==> config.mk <==
export PLATFORM = sky130hd
export DESIGN_NAME = soc_boot_ctrl
export DESIGN_NICKNAME = d
export VERILOG_FILES = /design/src/rtl/soc_boot_ctrl.sv
export SDC_FILE = /design/constraint.sdc
export NUM_CORES = 1
export LEC_CHECK = 0
export ABC_CLOCK_PERIOD_IN_PS = 1800
export BUFFER_PORTS_ARGS = -buffer_cell sky130_fd_sc_hd__buf_2
export CAP_MARGIN = 20
export CORE_MARGIN = 3
export CORE_UTILIZATION = 36
export CTS_CLUSTER_SIZE = 25
export DETAILED_ROUTE_END_ITERATION = 7
export GPL_ROUTABILITY_DRIVEN = 0
export HOLD_SLACK_MARGIN = 0.1
export PLACE_DENSITY = 0.54
export RECOVER_POWER = 100
export SLEW_MARGIN = 20
export SYNTH_ARGS = -nofsm -noshare
export SYNTH_HDL_FRONTEND = slang
export SYNTH_SLANG_ARGS = --single-unit
==> constraint.sdc <==
create_clock -name clk -period 1.8 [get_ports clk]
set_input_delay 0.09 -clock clk [delete_from_list [all_inputs] [get_ports clk]]
set_output_delay 0.09 -clock clk [all_outputs]
set_load 0.005 [all_outputs]
==> src/rtl/soc_boot_ctrl.sv <==
// soc_boot_ctrl: UART-driven boot/debug controller.
// Parses a byte command stream from the UART receiver, holds the SoC core in
// reset until told to release it, performs word reads/writes on the SoC
// memory port and returns responses through the UART transmitter.
//
// Commands (multi-byte fields little-endian):
//   'W' A0..A3 D0..D3 [C]  write word   -> ACK (0x06)
//   'R' A0..A3             read word    -> 4 data bytes, LSB first
//   'G'                    release core -> ACK
//   'H'                    hold core    -> ACK
//   unknown opcode / inter-byte timeout -> NAK (0x15)
// mem_addr = A[ADDR_W+1:2].
//
// Optional build macro: BOOT_CHECKSUM_EN -- 'W' carries a 10th byte C that
// must equal the XOR of A0..A3,D0..D3; on mismatch no access is made and NAK
// is returned.
//
// Ports:
//   clk, rst_n            clock, asynchronous active-low reset
//   rx_valid, rx_data     received byte strobe (no backpressure)
//   tx_valid, tx_data     response byte, held until tx_ready
//   tx_ready              transmitter accepts tx_data this cycle
//   mem_req, mem_we       memory request / write enable
//   mem_addr, mem_wdata   word address / write data
//   mem_rdata, mem_ack    read data / one-cycle completion strobe
//   core_reset            active-high reset to the SoC core
//   overrun               sticky: byte arrived while not accepting
module soc_boot_ctrl #(
  parameter int unsigned ADDR_W         = 12,
  parameter int unsigned TIMEOUT_CYCLES = 100000
) (
  input  logic              clk,
  input  logic              rst_n,
  input  logic              rx_valid,
  input  logic [7:0]        rx_data,
  output logic              tx_valid,
  output logic [7:0]        tx_data,
  input  logic              tx_ready,
  output logic              mem_req,
  output logic              mem_we,
  output logic [ADDR_W-1:0] mem_addr,
  output logic [31:0]       mem_wdata,
  input  logic [31:0]       mem_rdata,
  input  logic              mem_ack,
  output logic              core_reset,
  output logic              overrun
);

  localparam logic [7:0] OP_W = 8'h57;
  localparam logic [7:0] OP_R = 8'h52;
  localparam logic [7:0] OP_G = 8'h47;
  localparam logic [7:0] OP_H = 8'h48;
  localparam logic [7:0] ACK  = 8'h06;
  localparam logic [7:0] NAK  = 8'h15;

  localparam int unsigned    TW       = $clog2(TIMEOUT_CYCLES);
  localparam logic [TW-1:0]  TMO_LAST = TW'(TIMEOUT_CYCLES - 1);

  typedef enum logic [2:0] {
    IDLE,
    GET_ADDR,
    GET_DATA,
`ifdef BOOT_CHECKSUM_EN
    GET_CSUM,
`endif
    MEM,
    RESP,
    SEND_RD
  } state_t;

  state_t          state, state_n;
  logic [1:0]      byte_cnt, byte_cnt_n;
  logic            is_wr, is_wr_n;
  logic [31:0]     addr_sh, addr_sh_n;
  logic [31:0]     data_sh, data_sh_n;
  logic [31:0]     rd_data, rd_data_n;
  logic [1:0]      rd_idx, rd_idx_n;
  logic [TW-1:0]   tmo, tmo_n;
  logic            tmo_hit;
`ifdef BOOT_CHECKSUM_EN
  logic [7:0]      csum, csum_n;
`endif
  logic              tx_valid_n;
  logic [7:0]        tx_data_n;
  logic              mem_req_n, mem_we_n;
  logic [ADDR_W-1:0] mem_addr_n;
  logic [31:0]       mem_wdata_n;
  logic              core_reset_n, overrun_n;

  always_ff @(posedge clk or negedge rst_n) begin
    if (!rst_n) begin
      state      <= IDLE;
      byte_cnt   <= '0;
      is_wr      <= 1'b0;
      addr_sh    <= '0;
      data_sh    <= '0;
      rd_data    <= '0;
      rd_idx     <= '0;
      tmo        <= '0;
`ifdef BOOT_CHECKSUM_EN
      csum       <= '0;
`endif
      tx_valid   <= 1'b0;
      tx_data    <= '0;
      mem_req    <= 1'b0;
      mem_we     <= 1'b0;
      mem_addr   <= '0;
      mem_wdata  <= '0;
      core_reset <= 1'b1;
      overrun    <= 1'b0;
    end else begin
      state      <= state_n;
      byte_cnt   <= byte_cnt_n;
      is_wr      <= is_wr_n;
      addr_sh    <= addr_sh_n;
      data_sh    <= data_sh_n;
      rd_data    <= rd_data_n;
      rd_idx     <= rd_idx_n;
      tmo        <= tmo_n;
`ifdef BOOT_CHECKSUM_EN
      csum       <= csum_n;
`endif
      tx_valid   <= tx_valid_n;
      tx_data    <= tx_data_n;
      mem_req    <= mem_req_n;
      mem_we     <= mem_we_n;
      mem_addr   <= mem_addr_n;
      mem_wdata  <= mem_wdata_n;
      core_reset <= core_reset_n;
      overrun    <= overrun_n;
    end
  end

  always_comb begin
    state_n      = state;
    byte_cnt_n   = byte_cnt;
    is_wr_n      = is_wr;
    addr_sh_n    = addr_sh;
    data_sh_n    = data_sh;
    rd_data_n    = rd_data;
    rd_idx_n     = rd_idx;
    tmo_n        = '0;
    tmo_hit      = (tmo == TMO_LAST);
`ifdef BOOT_CHECKSUM_EN
    csum_n       = csum;
`endif
    tx_valid_n   = tx_valid;
    tx_data_n    = tx_data;
    mem_req_n    = mem_req;
    mem_we_n     = mem_we;
    mem_addr_n   = mem_addr;
    mem_wdata_n  = mem_wdata;
    core_reset_n = core_reset;
    overrun_n    = overrun;

    case (state)
      IDLE: begin
        if (rx_valid) begin
          byte_cnt_n = '0;
`ifdef BOOT_CHECKSUM_EN
          csum_n     = '0;
`endif
          case (rx_data)
            OP_W: begin is_wr_n = 1'b1; state_n = GET_ADDR; end
            OP_R: begin is_wr_n = 1'b0; state_n = GET_ADDR; end
            OP_G: begin
              core_reset_n = 1'b0;
              tx_valid_n   = 1'b1;
              tx_data_n    = ACK;
              state_n      = RESP;
            end
            OP_H: begin
              core_reset_n = 1'b1;
              tx_valid_n   = 1'b1;
              tx_data_n    = ACK;
              state_n      = RESP;
            end
            default: begin
              tx_valid_n = 1'b1;
              tx_data_n  = NAK;
              state_n    = RESP;
            end
          endcase
        end
      end

      GET_ADDR: begin
        // A byte on the timeout cycle is still taken, so rx_valid is tested first.
        if (rx_valid) begin
          addr_sh_n  = {rx_data, addr_sh[31:8]};
          byte_cnt_n = byte_cnt + 2'd1;
`ifdef BOOT_CHECKSUM_EN
          csum_n     = csum ^ rx_data;
`endif
          if (byte_cnt == 2'd3) begin
            if (is_wr) begin
              state_n = GET_DATA;
            end else begin
              state_n    = MEM;
              mem_req_n  = 1'b1;
              mem_we_n   = 1'b0;
              mem_addr_n = addr_sh_n[ADDR_W+1:2];
            end
          end
        end else if (tmo_hit) begin
          tx_valid_n = 1'b1;
          tx_data_n  = NAK;
          state_n    = RESP;
        end else begin
          tmo_n = tmo + TW'(1);
        end
      end

      GET_DATA: begin
        if (rx_valid) begin
          data_sh_n  = {rx_data, data_sh[31:8]};
          byte_cnt_n = byte_cnt + 2'd1;
`ifdef BOOT_CHECKSUM_EN
          csum_n     = csum ^ rx_data;
          if (byte_cnt == 2'd3) state_n = GET_CSUM;
`else
          if (byte_cnt == 2'd3) begin
            state_n     = MEM;
            mem_req_n   = 1'b1;
            mem_we_n    = 1'b1;
            mem_addr_n  = addr_sh[ADDR_W+1:2];
            mem_wdata_n = data_sh_n;
          end
`endif
        end else if (tmo_hit) begin
          tx_valid_n = 1'b1;
          tx_data_n  = NAK;
          state_n    = RESP;
        end else begin
          tmo_n = tmo + TW'(1);
        end
      end

`ifdef BOOT_CHECKSUM_EN
      GET_CSUM: begin
        if (rx_valid) begin
          if (rx_data == csum) begin
            state_n     = MEM;
            mem_req_n   = 1'b1;
            mem_we_n    = 1'b1;
            mem_addr_n  = addr_sh[ADDR_W+1:2];
            mem_wdata_n = data_sh;
          end else begin
            tx_valid_n = 1'b1;
            tx_data_n  = NAK;
            state_n    = RESP;
          end
        end else if (tmo_hit) begin
          tx_valid_n = 1'b1;
          tx_data_n  = NAK;
          state_n    = RESP;
        end else begin
          tmo_n = tmo + TW'(1);
        end
      end
`endif

      MEM: begin
        if (rx_valid) overrun_n = 1'b1;
        if (mem_ack) begin
          mem_req_n  = 1'b0;
          tx_valid_n = 1'b1;
          if (is_wr) begin
            tx_data_n = ACK;
            state_n   = RESP;
          end else begin
            rd_data_n = mem_rdata;
            tx_data_n = mem_rdata[7:0];
            rd_idx_n  = '0;
            state_n   = SEND_RD;
          end
        end
      end

      RESP: begin
        if (rx_valid) overrun_n = 1'b1;
        if (tx_ready) begin
          tx_valid_n = 1'b0;
          state_n    = IDLE;
        end
      end

      SEND_RD: begin
        if (rx_valid) overrun_n = 1'b1;
        // rd_data shifts right so the byte on tx_data is always rd_data[7:0].
        if (tx_ready) begin
          if (rd_idx == 2'd3) begin
            tx_valid_n = 1'b0;
            state_n    = IDLE;
          end else begin
            rd_idx_n  = rd_idx + 2'd1;
            rd_data_n = {8'h00, rd_data[31:8]};
            tx_data_n = rd_data[15:8];
          end
        end
      end

      default: state_n = IDLE;
    endcase
  end

endmodule

==> results of run 1 <==
[cell families after synthesis]
group           Yosys count  share of synthesized area
simple gates            139                      0.102
flops                   160                      0.579
xor+xnor                 16                     0.0203
fa+ha+maj                 3                    0.00543
mux                     124                      0.197
buf+inv                  35                     0.0217
compound gates           85                     0.0752
[final timing paths]
kind,from,to,cells after the start
worst min-delay path,rx_data[0],mem_wdata[24]$_DFFE_PN0P_,2
max in group asynchronous,rst_n,state[0]$_DFFE_PN0P_,3
worst min register to register,overrun$_DFFE_PN0P_,overrun$_DFFE_PN0P_,1
worst max-delay path,tmo[0]$_DFF_PN0_,tx_data[0]$_DFFE_PN0P_,6
min in group asynchronous,rst_n,mem_addr[1]$_DFFE_PN0P_,2
worst max register to register,tmo[0]$_DFF_PN0_,tx_data[0]$_DFFE_PN0P_,6
[routing by layer]
layer  track usage  vias up  share of wire
li1              -     2370              -
met1         0.225     2419           0.48
met2         0.238       97           0.47
met3        0.0367       16          0.032
met4        0.0520        0          0.016
met5             0        -              0
[sequential cells by signal, indices dropped and copies added, names as in the netlist]
signal	flops
tx_data	8
rd_idx	2
mem_req	1
overrun	1
data_sh	24
mem_wdata	32
rd_data	24
byte_cnt	2
tx_valid	1
core_reset	1
mem_addr	12
tmo	17
state	3
addr_sh	30
mem_we	1
is_wr	1
[layout by cell type, fill, tap and decap left out, types with 4 or more instances in the layout]
cell,n
a21oi_1,11
a22o_1,9
buf_12,8
buf_2,48
buf_4,42
clkbuf_1,52
clkbuf_16,17
dfrtp_1,158
dlygate4sd3_1,35
inv_1,7
inv_6,4
inv_8,4
mux2_2,94
mux2i_1,29
nand2_1,50
nand2b_1,6
nand3_1,12
nor2_1,34
nor3b_1,7
o21ai_0,43
xnor2_1,5
xor2_1,11
[final cells by class]
type	count	area (sq um)
inverter	8	30.0
clock buffer	18	429
sequential	160	4010
timing repair buffer	189	1300
clock inverter	14	194
multi-input combinational	367	2840
tap	234	293
fill	1723	9680
[power by group]
group          internal [W]  switching, W  total, W  leakage, nW
sequential          0.00369     0.0000859   0.00378         2.18
clock               0.00224       0.00156   0.00380        0.300
combinational      0.000392      0.000451  0.000844         1.81
[cell usage after synthesis (3+ instances only)]
cell,n
nand4_1,3
a21oi_1,14
nand3_1,13
nand2_1,50
nor4_1,4
o21ai_0,44
xnor2_1,5
buf_2,11
nor2_1,35
nand2b_1,8
a22o_1,9
buf_1,5
mux2_2,95
nor3b_1,7
xor2_1,11
clkbuf_1,9
ha_1,3
nor3_1,3
inv_1,7
mux2i_1,29
dfrtp_1,159
[critical path: stages (launching register included)]
cell	delay, ps
dfrtp_1	350
ha_2	180
and4_1	220
nand4_1	150
a32oi_2	310
nand3_4	180
mux2_4	330
[repair_timing]
| action | in CTS | in global routing |
|---|---|---|
| gates resized for setup | 2 | 13 |
| hold endpoints to repair | 211 | 3 |
| setup buffers | 2 | 1 |
| cloned | 0 | 0 |
| endpoints found under the setup margin | 9 | 57 |
| pin swaps | 2 | 4 |
[through the flow]
step           std cells   util
2_1_floorplan        562      -
5_1_grt              990  0.484
6_report             990  0.484
4_1_cts              989  0.486
3_3_place_gp         921  0.434
3_5_place_dp         921  0.434
==> results.md, run 1 <==
- CTS Buf Count: 17
- H-tree level count: 4
- Register bit total from synthesis: 160
- Sequential fraction of the synthesis area: 0.579
- ANT cells: 0
- Max Freq: 0.547 GHz
- Post-Syn Nets: 610
- Post-Route WL: 15,800 um
- CTS root buf: clkbuf_16
- CTS Hold Bufs: 35
- Pre-antenna DRT Iters: 4
- Fin crit period: 1830 ps
- Post-synth EDFFs: 0
- # DRC: 0
- Vias in the first global route: 5,020
- Top_reg_cell synth: dfrtp_1
- Critical Path Start Type: flop
- Slew @ Worst Pin: 1180 ps
- VDD IR-drop max: 0.640 mV
- Antenna viol nets, final: 0
- Initial antenna violation count: 0
- RSZ-0062 raised after global routing: true
- Skew final: 10.3 ps
- WP data required: 2100 ps
- DR WL/cell: 16.0 um
- CTS Buffer Depth: 2
- Worst Setup Path Type: reg2reg
- Clk sink count: 160
- DPL Wire Length: 10,700 um
- Share of cells above drive strength 1: 0.332
- TritonCTS clock tree: done
- Cell taking the most area after synthesis: dfrtp_1
- Synth top area cells: dfrtp_1, mux2_2, mux2i_1
- Area added between synthesis and finish: 31.4%
- Hold slack: -8.15 ps
- Die Y: 145 um
- Finished layout cell area: 9090 sq um
- Ys Warns: 0
- Hold Crit Class: in2reg
- Post-DP Area: 8140 sq um
- CP Capture Type: flop
- Cells after Synth: 562
- Worst-skew pair later-pin latency: 420 ps
- All-Layer GR Usage: 0.158
- Tot Pwr: 0.00842 W
- Congestion Overflow GR: 0
- Max Slew Vio Count: 0
- Worst Path Max Fanout: 8
- DRT iter0 DRCs: 295
- Outcome: complete, but fails checks
- Async set-reset flop share out of synthesis: 1.00
- IO Count: 102
- Arrival @ worst endpoint: 2130 ps
- Worst Slack Setup Final: -29.7 ps
- Period utilisation layout: 1.02
- Yosys cell types: 53
- Internal reg-to-reg setup slack: -30 ps
- Pwr Density: 926 nW/um^2
- IO Port Bufs: 101
- Vias: 4,902
- Max_cap viols: 0
- First-pass GRT wire length: 26,000 um
- Final number of hold-violating endpoints: 2
- Pre-CTS setup slack: -153 ps
- Core area: 18,800 sq um
- Initial core utilization: 0.369
- Vias per inst: 4.95
- Slew margin rel.: 0.214
- Synthesized area: 6920 sq um
- Failing checks: negative hold slack, negative setup slack
- Largest net degree at the start of global routing: 43
- Site row count: 50
- Pleak: 4.29 nW
- Avg Inst Size Synth: 12.3 sq um
- Die width: 145 um
- Die ar.: 20,900 sq um
- # setup viols final: 8
- Post-synth top area share: 0.575
- Sum Neg Setup Slack: -86.0 ps
- Clock transition at path regs: 70 ps
- NumNets Final: 791
No activity file was read; power rests on OpenSTA's default activity.
==> run 2, diff against run 1 <==
Settings changed: BUFFER_PORTS_ARGS -buffer_cell sky130_fd_sc_hd__buf_2 to default, DONT_BUFFER_PORTS from default to 1, PLACE_DENSITY 0.54 to 0.49.
==> results.md, run 2 (same netlist as run 1, synthesis figures left out) <==
- VDD IR-drop max: 0.594 mV (-7.2%)
- Vias: 4,460 (-9.0%)
- CTS Buffer Depth: 2 (unchanged)
- CTS root buf: clkbuf_16
- RSZ-0062 raised after global routing: true
- Slew @ Worst Pin: 469 ps (-710 ps)
- Skew final: 11.2 ps (+0.868 ps)
- Worst Setup Path Type: reg2reg
- Worst-skew pair later-pin latency: 420 ps (about the same)
- Worst R2R End: tx_data[0]$_DFFE_PN0P_
- Largest net degree at the start of global routing: 161 (+270%)
- Hold Crit Class: in2async
- DR WL/cell: 17.1 um (+7.0%)
- Cells after DPL: 808 (-12%)
- # setup viols final: 8 (unchanged)
- Worst reg-to-reg path cell count: 5 (-1)
- Post-Route WL: 15,000 um (-5.1%)
- CP Capture Type: flop
- Worst Slack Setup Final: -26.7 ps (+3.05 ps)
- Finished Layout Cells: 878 (-11%)
- Failing checks: negative hold slack, negative setup slack
- Die ar.: 20,900 sq um (unchanged)
- WP data required: 2100 ps (about the same)
- Arrival @ worst endpoint: 2130 ps (about the same)
- Pwr Density: 933 nW/um^2 (+0.75%)
- Number of flip-flops under the largest register name: 32 (unchanged)
- Top reg by flops: mem_wdata
- Area added between synthesis and finish: 21.3%
- Most common cell after layout, fill and taps aside: dfrtp_1
- # DRC: 0 (unchanged)
- Max_cap viols: 0 (unchanged)
- IO Port Bufs: 0 (-100%)
- IO Count: 102 (unchanged)
- Tot Pwr: 0.00783 W (-7.0%)
- Core area: 18,800 sq um (unchanged)
- DRT iter0 DRCs: 169 (-43%)
- Largest registers: mem_wdata (32), addr_sh (30)
- Fin crit period: 1830 ps (-3.05 ps)
- Slew margin rel.: 0.687 (+0.472)
- Reg2reg start: tmo[14]$_DFF_PN0_
- Hold slack: -626 ps (-618 ps)
- H-tree level count: 4 (unchanged)
- CTS Hold Bufs: 37 (+5.7%)
- Period utilisation layout: 1.01 (-0.00169)
- Pleak: 3.93 nW (-8.4%)
- Outcome: complete, but fails checks
- Final number of hold-violating endpoints: 160 (+158)
- Initial core utilization: 0.369 (unchanged)
- Share of cells above drive strength 1: 0.273 (-0.0587)
- Critical Path Start Type: flop
- Die width: 145 um (unchanged)
- First-pass GRT wire length: 24,900 um (-4.2%)
- Congestion Overflow GR: 0 (unchanged)
- Max Freq: 0.547 GHz (+0.17%)
- Vias per inst: 5.08 (+2.6%)
- Vias in the first global route: 4,624 (-7.9%)
- TritonCTS clock tree: done
- CTS Buf Count: 17 (unchanged)
- Site row count: 50 (unchanged)
- ANT cells: 0 (unchanged)
- Antenna viol nets, final: 0 (unchanged)
- Pre-antenna DRT Iters: 4 (unchanged)
- Clk sink count: 160 (unchanged)
- Initial antenna violation count: 0 (unchanged)
- NumNets Final: 679 (-14%)
- Max Slew Vio Count: 0 (unchanged)
- Highest-count cells in the layout ignoring fill and taps: dfrtp_1, mux2_2, nand2_1
- Worst Path Max Fanout: 8 (unchanged)
- All-Layer GR Usage: 0.151 (-0.00616)
- Clock transition at path regs: 60 ps (about the same)
- Internal reg-to-reg setup slack: -30 ps (about the same)
- DPL Wire Length: 9750 um (-8.8%)
- Die Y: 145 um (unchanged)
## run 2: worst max path at each step
stage / endpoint / from / slack [ps] / cells past startpoint
3_5_place_dp: tx_data[0]$_DFFE_PN0P_ / tmo[1]$_DFF_PN0_ / -10 / 6
4_1_cts: tx_data[0]$_DFFE_PN0P_ / tmo[0]$_DFF_PN0_ / -10 / 6
3_3_place_gp: tx_data[0]$_DFFE_PN0P_ / tmo[14]$_DFF_PN0_ / -6 / 5
2_1_floorplan: tx_data[0]$_DFFE_PN0P_ / tmo[0]$_DFF_PN0_ / 30 / 6
6_report: tx_data[0]$_DFFE_PN0P_ / tmo[14]$_DFF_PN0_ / -30 / 5
5_1_grt: tx_data[0]$_DFFE_PN0P_ / tmo[0]$_DFF_PN0_ / -130 / 6
## run 2: routing by layer
metal  vias to the layer above  part of all wire  global-route usage
met4                         0             0.010              0.0412
li1                       2138                 -                   -
met2                        71              0.48               0.238
met3                        11             0.044              0.0460
met1                      2240              0.46               0.205
met5                         -                 0                   0
## run 2: cell type report
class	instances	area [sq um]
Tap cell	234	293
Sequential cell	160	4010
Multi-Input combinational cell	367	2790
Clock buffer	18	429
Inverter	8	30.0
Timing Repair Buffer	77	712
Clock inverter	14	133
Fill cell	1774	10400
## run 2: report_power, final
| part | internal (W) | switching [W] |
|---|---|---|
| combinational | 0.000292 | 0.000318 |
| sequential | 0.00369 | 0.0000906 |
| clock | 0.00193 | 0.00151 |
## run 2: metrics by stage
stage          worst slack (ps)  setup TNS [ps]  hold slack (ps)  instance area [sq um]  utilization
2_1_floorplan              33.1               0             -206                   6930            -
3_3_place_gp              -5.76           -5.76             -202                   7460        0.398
3_5_place_dp              -9.64           -9.64             -200                   7460        0.398
4_1_cts                   -14.0           -14.0             -654                   8400        0.447
5_1_grt                    -128           -4460             -655                   8390        0.447
6_report                  -26.7           -46.4             -626                   8390        0.447
## run 2: repair_timing
| action | CTS | global route |
|---|---|---|
| endpoints found under the hold margin | 218 | 160 |
| pin swaps | 0 | 5 |
| setup endpoints to repair | 2 | 33 |
| gates resized for setup | 1 | 9 |
| setup buffers | 0 | 1 |
## run 2: critical path, stage by stage (launching register included)
cell,delay [ps]
dfrtp_1,410
nor4bb_1,280
nand4_1,230
a32oi_2,300
nand3_4,170
mux2_4,320
==> run 3, diff against run 2 <==
Settings changed: RECOVER_POWER 100 to default.
==> results.md, run 3 (same netlist as run 1, synthesis figures left out) <==
- # DRC: 0 (unchanged)
- Fin crit period: 1810 ps (-21.7 ps)
- First-pass GRT wire length: 24,900 um (unchanged)
- Worst reg-to-reg path cell count: 5 (unchanged)
- Number of flip-flops under the largest register name: 32 (unchanged)
- RSZ-0062 raised after global routing: true
- Skew final: 11.9 ps (+0.682 ps)
- Clk sink count: 160 (unchanged)
- Tot Pwr: 0.00786 W (+0.32%)
- Congestion Overflow GR: 0 (unchanged)
- Finished Layout Cells: 878 (unchanged)
- Vias: 4,478 (+0.40%)
- Hold Crit Class: in2async
- Worst Path Max Fanout: 8 (unchanged)
- Vias in the first global route: 4,624 (unchanged)
- Pleak: 3.94 nW (+0.26%)
- Finished layout cell area: 8430 sq um (+0.45%)
- Worst Setup Path Type: reg2reg
- IO Count: 102 (unchanged)
- Post-DP Area: 7460 sq um (unchanged)
- TritonCTS clock tree: done
- Hold slack: -627 ps (-0.870 ps)
- # fillers: 1,767 (-0.39%)
- Die Y: 145 um (unchanged)
- CTS Buffer Depth: 2 (unchanged)
- VDD IR-drop max: 0.615 mV (+3.4%)
- Initial antenna violation count: 0 (unchanged)
- Cells after DPL: 808 (unchanged)
- Clock transition at path regs: 60 ps (about the same)
- Area added between synthesis and finish: 21.8%
- Period utilisation layout: 1.00 (-0.0120)
- CTS Buf Count: 17 (unchanged)
- Most common cell after layout, fill and taps aside: dfrtp_1
- Largest net degree at the start of global routing: 161 (unchanged)
- Initial core utilization: 0.369 (unchanged)
- Vias per inst: 5.10 (+0.40%)
- Final number of hold-violating endpoints: 160 (unchanged)
- CP Capture Type: flop
- WP data required: 2100 ps (about the same)
- Crit path to: tx_data[0]$_DFFE_PN0P_
- Worst R2R End: tx_data[0]$_DFFE_PN0P_
- Max Freq: 0.554 GHz (+1.2%)
- Max_cap viols: 0 (unchanged)
- Pwr Density: 932 nW/um^2 (-0.13%)
- NumNets Final: 679 (unchanged)
- Arrival @ worst endpoint: 2110 ps (-20 ps)
- Highest-count cells in the layout ignoring fill and taps: dfrtp_1, mux2_2, nand2_1
- Slew margin rel.: 0.707 (+0.0208)
- Top reg by flops: mem_wdata
- Critical Path Start Type: flop
- Pre-antenna DRT Iters: 4 (unchanged)
- Die ar.: 20,900 sq um (unchanged)
- Worst-skew pair later-pin latency: 420 ps (about the same)
- Sum Neg Setup Slack: -5.03 ps (+41.4 ps)
- Worst Slack Setup Final: -5.03 ps (+21.7 ps)
- Outcome: complete, but fails checks
- Largest registers: mem_wdata (32), addr_sh (30)
- DR WL/cell: 17.1 um (about the same)
- Antenna viol nets, final: 0 (unchanged)
- Core area: 18,800 sq um (unchanged)
- H-tree level count: 4 (unchanged)
- CTS Hold Bufs: 37 (unchanged)
- Crit. Startpoint: tmo[14]$_DFF_PN0_
- Internal reg-to-reg setup slack: -5 ps (+20 ps)
- Failing checks: negative hold slack, negative setup slack
- Site row count: 50 (unchanged)
- DRT iter0 DRCs: 162 (-4.1%)
- ANT cells: 0 (unchanged)
- Reg2reg start: tmo[14]$_DFF_PN0_
- DPL Wire Length: 9750 um (unchanged)
- CTS root buf: clkbuf_16
- Share of cells above drive strength 1: 0.283 (+0.00932)
- Max Slew Vio Count: 0 (unchanged)
- Slew @ Worst Pin: 438 ps (-31.1 ps)
- Die width: 145 um (unchanged)
- IO Port Bufs: 0 (unchanged)
- All-Layer GR Usage: 0.151 (unchanged)
- Post-Route WL: 15,000 um (about the same)
- # setup viols final: 1 (-7)
run 3: cell count changes in the layout (fill, tap and decap cells not counted), moves of 2 or more:
cell and change:
buf_4 +5, buf_12 +3, clkbuf_4 -3, buf_6 -2
run 3: cell type report:
class	instances	area, sq um	share of cell area
Sequential cell	160	4010	0.475
Multi-Input combinational cell	367	2800	0.332
Timing Repair Buffer	77	742	0.0880
Clock buffer	18	429	0.0509
Tap cell	234	293	0.0347
Clock inverter	14	133	0.0157
Inverter	8	30.0	0.00356
run 3: power by group:
group          internal (W)  switching [W]
Clock               0.00193        0.00151
Combinational      0.000308       0.000322
Sequential          0.00370      0.0000922
run 3: critical path: stages, from the launching register on:
cell      delay [ps]
dfrtp_1          410
nor4bb_1         270
nand4_1          220
a32oi_2          300
nand3_4          170
mux2_4           320
run 3: how the worst min path moves through the flow:
stage | startpoint | endpoint | slack, ps | depth (start not counted)
detailed placement | rst_n | mem_addr[7]$_DFFE_PN0P_ | -200 | 0
finish | rst_n | mem_addr[4]$_DFFE_PN0P_ | -630 | 0
global placement | rst_n | mem_addr[6]$_DFFE_PN0P_ | -200 | 0
floorplan | rst_n | addr_sh[10]$_DFFE_PN0P_ | -210 | 0
global route | rst_n | mem_addr[4]$_DFFE_PN0P_ | -660 | 0
CTS | rst_n | mem_addr[7]$_DFFE_PN0P_ | -650 | 0
run 3: stage by stage:
stage          utilization  setup WS, ps
2_1_floorplan            -          33.1
3_3_place_gp         0.398         -5.76
3_5_place_dp         0.398         -9.64
4_1_cts              0.447         -14.0
5_1_grt              0.449          -128
6_report             0.449         -5.03
run 3: metal layers:
layer,global-route usage,wire length (um),vias to the layer above
met5,0,0,-
met4,0.0412,150,0
met3,0.0460,720,11
met2,0.238,7270,74
met1,0.205,6850,2251
li1,-,-,2142
run 3: repair_timing:
action                                 in CTS  in global routing
pin swaps                                   0                  5
setup endpoints to repair                   2                 33
cloned                                      0                  0
buffers inserted                            0                  1
gates resized for setup                     1                  9
endpoints found under the hold margin     218                160
